<file path="src/rtl/game_sequencer_pkg.sv">
// Shared types and defaults for the Frogger game-flow sequencer.
package game_sequencer_pkg;

    typedef enum logic [1:0] {
        ST_IDLE      = 2'd0,
        ST_RUNNING   = 2'd1,
        ST_HIT       = 2'd2,
        ST_GAME_OVER = 2'd3
    } state_t;

    localparam int DEF_NUM_LIVES       = 4;
    localparam int DEF_NUM_BITS        = 4;
    localparam int DEF_RESPAWN_CYCLES  = 25_000_000;
    localparam int DEF_GAMEOVER_CYCLES = 75_000_000;

    // One shared timer covers both freezes, so it is sized for the longer one.
    function automatic int timer_width(input int respawn_cycles, input int gameover_cycles);
        int longest;
        longest = (respawn_cycles > gameover_cycles) ? respawn_cycles : gameover_cycles;
        return $clog2(longest);
    endfunction

endpackage

</file>
<file path="src/rtl/game_timer.sv">
// Loadable down-counter; holds at zero until reloaded.
module game_timer #(
    parameter int WIDTH = 4
) (
    input  logic             i_Clk,
    input  logic             i_Reset,
    input  logic             i_Load,
    input  logic [WIDTH-1:0] i_Value,
    output logic             o_Zero
);

    logic [WIDTH-1:0] count;

    always_ff @(posedge i_Clk) begin
        if (i_Reset) begin
            count <= '0;
        end else if (i_Load) begin
            count <= i_Value;
        end else if (count != '0) begin
            count <= count - 1'b1;
        end
    end

    assign o_Zero = (count == '0);

endmodule

</file>
<file path="src/rtl/game_sequencer.sv">
// Frogger game-flow controller: game states, lives counter and car-direction reload.
//
//  state        | meaning
//  -------------+--------------------------------------------------------------
//  ST_IDLE      | waiting for a fresh start press (switches released, then pressed)
//  ST_RUNNING   | frog under player control; collisions and level-ups act here
//  ST_HIT       | respawn freeze after a non-fatal hit; collisions ignored
//  ST_GAME_OVER | last life lost; hold, then back to IDLE with lives at zero
module game_sequencer
    import game_sequencer_pkg::*;
#(
    parameter int NUM_LIVES       = DEF_NUM_LIVES,
    parameter int NUM_BITS        = DEF_NUM_BITS,
    parameter int RESPAWN_CYCLES  = DEF_RESPAWN_CYCLES,
    parameter int GAMEOVER_CYCLES = DEF_GAMEOVER_CYCLES
) (
    input  logic                 i_Clk,
    input  logic                 i_Reset,
    input  logic                 i_Start,
    input  logic                 i_Collision,
    input  logic                 i_Level_Up,
    input  logic [NUM_BITS-1:0]  i_LFSR_Data,
    output logic                 o_Game_Active,
    output logic                 o_Freeze,
    output logic                 o_Frog_Respawn,
    output logic [NUM_LIVES-1:0] o_Lives,
    output logic [NUM_BITS-1:0]  o_Reverse,
    output logic                 o_Reverse_Load,
    output logic [1:0]           o_State
);

    localparam int TIMER_WIDTH = timer_width(RESPAWN_CYCLES, GAMEOVER_CYCLES);

    state_t                 state, state_next;
    logic [NUM_LIVES-1:0]   lives, lives_next;
    logic                   respawn_next;
    logic                   reload_req;
    logic                   reload_pending;
    logic                   armed;
    logic                   timer_load;
    logic [TIMER_WIDTH-1:0] timer_value;
    logic                   timer_zero;

    game_timer #(
        .WIDTH (TIMER_WIDTH)
    ) u_timer (
        .i_Clk   (i_Clk),
        .i_Reset (i_Reset),
        .i_Load  (timer_load),
        .i_Value (timer_value),
        .o_Zero  (timer_zero)
    );

    always_comb begin
        state_next   = state;
        lives_next   = lives;
        timer_load   = 1'b0;
        timer_value  = '0;
        respawn_next = 1'b0;
        // A zero pattern would freeze the car directions, so it is always replaced.
        reload_req   = (o_Reverse == '0);
        case (state)
            ST_IDLE: begin
                if (i_Start && armed) begin
                    state_next   = ST_RUNNING;
                    lives_next   = '1;
                    respawn_next = 1'b1;
                    reload_req   = 1'b1;
                end
            end
            ST_RUNNING: begin
                if (i_Collision) begin
                    lives_next = lives >> 1;
                    timer_load = 1'b1;
                    if (lives == NUM_LIVES'(1)) begin
                        state_next  = ST_GAME_OVER;
                        timer_value = TIMER_WIDTH'(GAMEOVER_CYCLES - 1);
                    end else begin
                        state_next   = ST_HIT;
                        timer_value  = TIMER_WIDTH'(RESPAWN_CYCLES - 1);
                        respawn_next = 1'b1;
                    end
                end else if (i_Level_Up) begin
                    reload_req = 1'b1;
                end
            end
            ST_HIT: begin
                if (timer_zero) state_next = ST_RUNNING;
            end
            ST_GAME_OVER: begin
                if (timer_zero) state_next = ST_IDLE;
            end
            default: state_next = ST_IDLE;
        endcase
    end

    always_ff @(posedge i_Clk) begin
        if (i_Reset) begin
            state          <= ST_IDLE;
            lives          <= '1;
            o_Reverse      <= '0;
            o_Reverse_Load <= 1'b0;
            o_Frog_Respawn <= 1'b0;
            o_Game_Active  <= 1'b0;
            o_Freeze       <= 1'b0;
            armed          <= 1'b0;
            reload_pending <= 1'b0;
        end else begin
            state          <= state_next;
            lives          <= lives_next;
            o_Frog_Respawn <= respawn_next;
            o_Game_Active  <= (state_next == ST_RUNNING);
            o_Freeze       <= (state_next == ST_HIT) || (state_next == ST_GAME_OVER);
            // Start must be released before it counts again.
            armed          <= !i_Start;
            if ((reload_pending || reload_req) && (i_LFSR_Data != '0)) begin
                o_Reverse      <= i_LFSR_Data;
                o_Reverse_Load <= 1'b1;
                reload_pending <= 1'b0;
            end else begin
                o_Reverse_Load <= 1'b0;
                reload_pending <= reload_pending || reload_req;
            end
        end
    end

    assign o_Lives = lives;
    assign o_State = state;

endmodule

</file>
<file path="config.mk">
export PLATFORM = sky130hd
export DESIGN_NAME = game_sequencer
export DESIGN_NICKNAME = d
export VERILOG_FILES = /design/src/rtl/game_sequencer_pkg.sv /design/src/rtl/game_timer.sv /design/src/rtl/game_sequencer.sv
export SDC_FILE = /design/constraint.sdc
export NUM_CORES = 1
export LEC_CHECK = 0
export ABC_AREA = 1
export BUFFER_PORTS_ARGS = -buffer_cell sky130_fd_sc_hd__buf_2
export CORE_MARGIN = 10
export CORE_UTILIZATION = 55
export CTS_BUF_LIST = sky130_fd_sc_hd__clkbuf_4 sky130_fd_sc_hd__clkbuf_8
export DETAILED_ROUTE_END_ITERATION = 16
export PLACE_DENSITY = 0.87
export SYNTH_ARGS = -nofsm -noshare
export SYNTH_HDL_FRONTEND = slang
export SYNTH_SLANG_ARGS = --single-unit
export TNS_END_PERCENT = 1
</file>
<file path="constraint.sdc">
create_clock -name i_Clk -period 1.5 [get_ports i_Clk]
set_input_delay 0.075 -clock i_Clk [delete_from_list [all_inputs] [get_ports i_Clk]]
set_output_delay 0.075 -clock i_Clk [all_outputs]
set_load 0.1 [all_outputs]
</file>
Word-level counts from Yosys, hierarchy flattened. Index checks and enable logic that the tools add are counted. Widths: inputs -> output; s select.

Word-level logic and storage cells: 59. Output and inout bits: 14. Input port bits: 9. Register bits after elaboration: 43.

Reduce and logical (&&, ||, !) cells: 14. Muxes and demuxes: 25. Add/sub/neg operators: 1. Eq/ne operators: 9.

Operators with widths (count): $mux 27 (5); $logic_not 27->1 (1); $reduce_bool 27->1 (1); $sub 27x1->27 const B (1); $mux 1 (10); $eq 2x2->1 const B (4); $mux 2 (4); $mux 4 (2); $pmux 2 s4 (1); $pmux 4 s2 (1); $eq 2x1->1 const B (2); $eq 4x1->1 const B (1); $logic_not 4->1 (1); $ne 2x2->1 const B (2); $pmux 1 s2 (2); $reduce_bool 2->1 (2); $reduce_bool 4->1 (1); $reduce_and 3->1 (1); $logic_and 1x1->1 (2); $logic_not 2->1 (1); $logic_or 1x1->1 (2); $reduce_or 2->1 (1); $logic_not 1->1 (1).

Logic depth before layout (Yosys ltp).
Word-level depth: 7. Depth in mapped cells: 11. Depth with buffers taken out: 11.

Cells and area by module. From an unflattened synthesis, not the netlist that was laid out.

Cell total of the unflattened synthesis: 398. Area total of the unflattened synthesis: 2529.9 um^2.

By module, submodules not included: game_timer (times used 1, cells an instance 303, sequential area each 540.5 um^2, area each 1841.8 um^2); game_sequencer (times used 1, cells an instance 95, sequential area each 300.3 um^2, area each 688.2 um^2).

Least setup slack after synthesis. Ideal clock, no wire load.

Path type: reg-to-reg. Start point: reg state[1], in the netlist o_State[1]. End point: reg u_timer.count[19]. Library setup time: 0.129 ns. Clock period less this slack: 1.955 ns. Arrival time: 1.826 ns. Slack: -0.455 ns. Cell stages (with the launch flop): 10. Cells stage by stage: dfxtp_1 inv_2 nand2_4 nor2_8 inv_2 buf_6 buf_6 nand3_1 nand2_1 nor2_1.

Word-level cells in the longest chain between the ends: 3.

Ends and longest elaborated chain: start: declaration (line game_sequencer.sv:34) `state_t state, state_next;`; start signal: assignment (line game_sequencer.sv:109) `state <= state_next;`; $eq 2x1->1 * (line game_sequencer.sv:62) `case (state)`; $mux 27 / $mux 1 (equally long branches) (line game_sequencer.sv:62); $mux 27 / $reduce_bool 2->1 (equally long branches); end signal: assignment (line game_timer.sv:18) `count <= i_Value;`; end signal: assignment (line game_timer.sv:20) `count <= count - 1'b1;`; end: declaration (line game_timer.sv:12) `logic [WIDTH-1:0] count;`.

Every way passes the cells marked *; elsewhere a longest branch is shown, timed or not. A chain may end at the register's enable or synchronous reset.

Worst setup path in the final report.
Start point: reg u_timer.count[1]. End point: reg u_timer.count[25].

Word-level cells in the longest chain between the ends: 3.

Ends and longest elaborated chain: $sub 27x1->27 (line game_timer.sv:20); $mux 27 (line game_timer.sv:19) `end else if (count != '0) begin`; $mux 27 (line game_timer.sv:17) `end else if (i_Load) begin`.

Parallel ways exist; a longest one is shown, timed or not. The select of a mux whose other input is x is not followed.

==> impl_metrics.json <==
{
  "mappedNetlistArea_um2": 2390,
  "grtUsageTotal_pct": 17.9,
  "timing.hold.ws_ns": 0.00548,
  "io_pins": 23,
  "worstHoldStart": "i_LFSR_Data[3]",
  "cp_max_fo": 7,
  "synthAdderAreaFrac_pct": 0.524,
  "synth_compound_area_share_pct": 9.43,
  "clk_pin_slew_ns": 0.08,
  "fin_area_um2": 2950,
  "via_count": 2514,
  "drv_cap": 0,
  "num_rows": 23,
  "critPathArrivalTime_ns": 1.73,
  "timing.setup.critical_path_class": "flip-flop to flip-flop",
  "holdPathStages": 3,
  "fin_crit_sh_pct": 102,
  "synth_xor_area_share_pct": 1.10,
  "layout-drive-gt1-share_pct": 30.9,
  "finClkSkew_ns": 0.00641,
  "remaining_drc_errors": 0,
  "synth_top_family_by_area": "simple AND/OR/NAND/NOR gates",
  "syn_to_final_growth_pct": 23.5,
  "finalNetCount": 413,
  "finalSetupViolations": 3,
  "dieArea_um2": 7380,
  "crit_start": "u_timer.count[1]",
  "ys_warn_count": 0,
  "timing.fmax_mhz": 653,
  "placed_area_um2": 2670,
  "rsz0062_at_grt": "yes",
  "initial_core_util_pct": 58.0,
  "antenna_cells": 0,
  "io_buffers": 22,
  "place_ws_ns": -0.121,
  "seq_area_frac_synth_pct": 36.0,
  "ys_ff_latch": 43,
  "die-height_um": 85.9,
  "root_buffer": "clkbuf_8",
  "drv_slew": 0,
  "maxSlewHeadroom_pct": 67.2,
  "final_cell_mix": "nand2_1, nor2_1, nand3_1, dfxtp_1, inv_1",
  "wl_per_cell_um": 14.5,
  "hp-class": "input pin to flip-flop",
  "syn_inst": 356,
  "grt_max_degree": 25,
  "finalCriticalPeriod_ns": 1.53,
  "via_per_inst": 5.54,
  "synthSimpleGateAreaFrac_pct": 45.5,
  "initialDrtViolationCount": 207,
  "antenna_found_initial": 0,
  "wl_met1_um": 2800,
  "wl_met3_um": 454,
  "final_util_pct": 71.7,
  "top_layer": "met4",
  "layout_commonest_cell": "nand2_1",
  "hpwl_um": 4830,
  "ant_nets": 0,
  "dr_wl_met2_um": 3150,
  "firstDrtPassIters": 4,
  "reg2reg_depth": 9,
  "outcome": "finished with violations",
  "failed_checks": "negative setup slack",
  "worstMarginPinSlew_ns": 0.496,
  "cts_sinks": 43,
  "dieWidth_um": 85.9,
  "synthMuxAreaShare_pct": 0,
  "clock_path_buffers": 2,
  "final-hold-violation-count": 0,
  "syn_nets": 366,
  "setup_ws_ns": -0.0308,
  "insertion_delay_ns": 0.30,
  "avgSynthCellArea_um2": 6.71,
  "htree_levels": 2,
  "wl_um": 6600,
  "rr_startpoint": "u_timer.count[1]",
  "yosysUniqueCellTypes": 32,
  "core_um2": 4120,
  "grt_pass1_vias": 2414,
  "worst_ep_required_time_ns": 1.70,
  "place.gp.congestion": 0.941,
  "start_kind": "flip-flop",
  "cts_tree": "built",
  "overflow": 0,
  "cts_buffers": 5,
  "crit_path_end_kind": "flip-flop",
  "grt_pass1_wl_um": 10800
}
## cell families after synthesis
group                      after synthesis
buffers and inverters                   43
and+or+nand+nor                        227
xor gates and xnor gates                 3
AOI/OAI and AO/OA                       39
adders and majority gates                1
DFF                                     43
## what timing repair did
item	CTS	global route
endpoints found under the hold margin	2	0
gates resized for setup	6	27
pin swaps	0	11
setup endpoints to repair	23	30
setup buffers	0	5
hold buffers	2	0
## sequential cells by signal (all words and copies together) (netlist names)
| signal | cells |
|---|---|
| u_timer.count | 27 |
| armed | 1 |
| o_Freeze | 1 |
| o_Game_Active | 1 |
| o_Reverse | 4 |
| o_State | 2 |
| o_Lives | 4 |
| o_Frog_Respawn | 1 |
| o_Reverse_Load | 1 |
| reload_pending | 1 |
## synth_stat cells
master    number  area, um2
nand2_1       87        327
nor2_1        55        206
dfxtp_1       43        861
nand3_1       32        160
inv_1         31        116
a21oi_1       17       85.1
nor2_2        13       81.3
nor3_1         8       40.0
nand4_1        7       43.8
nor2_4         7       78.8
o21ai_0        7       35.0
inv_2          6       22.5
nand2_2        6       37.5
a31oi_1        4       25.0
clkbuf_1       4       15.0
nand3b_1       4       30.0
o21ai_1        4       20.0
xnor2_1        3       26.3
buf_6          2       22.5
nand3_2        2       20.0
o21ai_2        2       17.5
o21bai_1       2       15.0
a211oi_2       1       12.5
and3_1         1       6.26
ha_1           1       12.5
nand2_4        1       11.3
nor2_8         1       20.0
nor3b_2        1       12.5
o211ai_1       1       7.51
o21a_1         1       7.51
or2_2          1       6.26
or3_1          1       6.26
## final cells by class
cell class / count / area (um2)
clock inverter: 2 / 35.0
timing repair buffer: 46 / 299
fill: 306 / 1170
clock buffer: 6 / 82.6
inverter: 37 / 141
multi-input combinational: 270 / 1450
tap: 50 / 62.6
sequential: 43 / 880
## worst max-delay path: stages, from the launching register on
cell and delay [ns]:
dfxtp_2 0.34, inv_2 0.08, ha_4 0.16, nand2_2 0.07, nor2_4 0.17, nand2_2 0.10, nor2_4 0.11, nand2_2 0.12
a21oi_1 0.21, nor2_1 0.07
## per-stage QoR
step	std cells	TNS [ns]
after floorplan	356	-0.363
after global placement	439	-0.0316
after detailed placement	439	-0.667
after CTS	449	0
after global routing	454	-1.87
final	454	-0.0469
## path summary, 6_finish.rpt
kind	slack [ns]	endpoint
max reg2reg	-0.03	u_timer.count[25]
min reg2reg	0.47	o_Lives[0]
min	0.005	o_Reverse[3]
max	-0.03	u_timer.count[25]
## routing by layer
metal / vias to the layer above / track usage (%)
met5: - / 0
met4: 0 / 8.53
met3: 19 / 4.64
met2: 96 / 29.1
met1: 1155 / 21.3
li1: 1244 / -
Power is not shown: default switching activity piles up to over one toggle a cycle in this logic, so the estimate is an artifact.
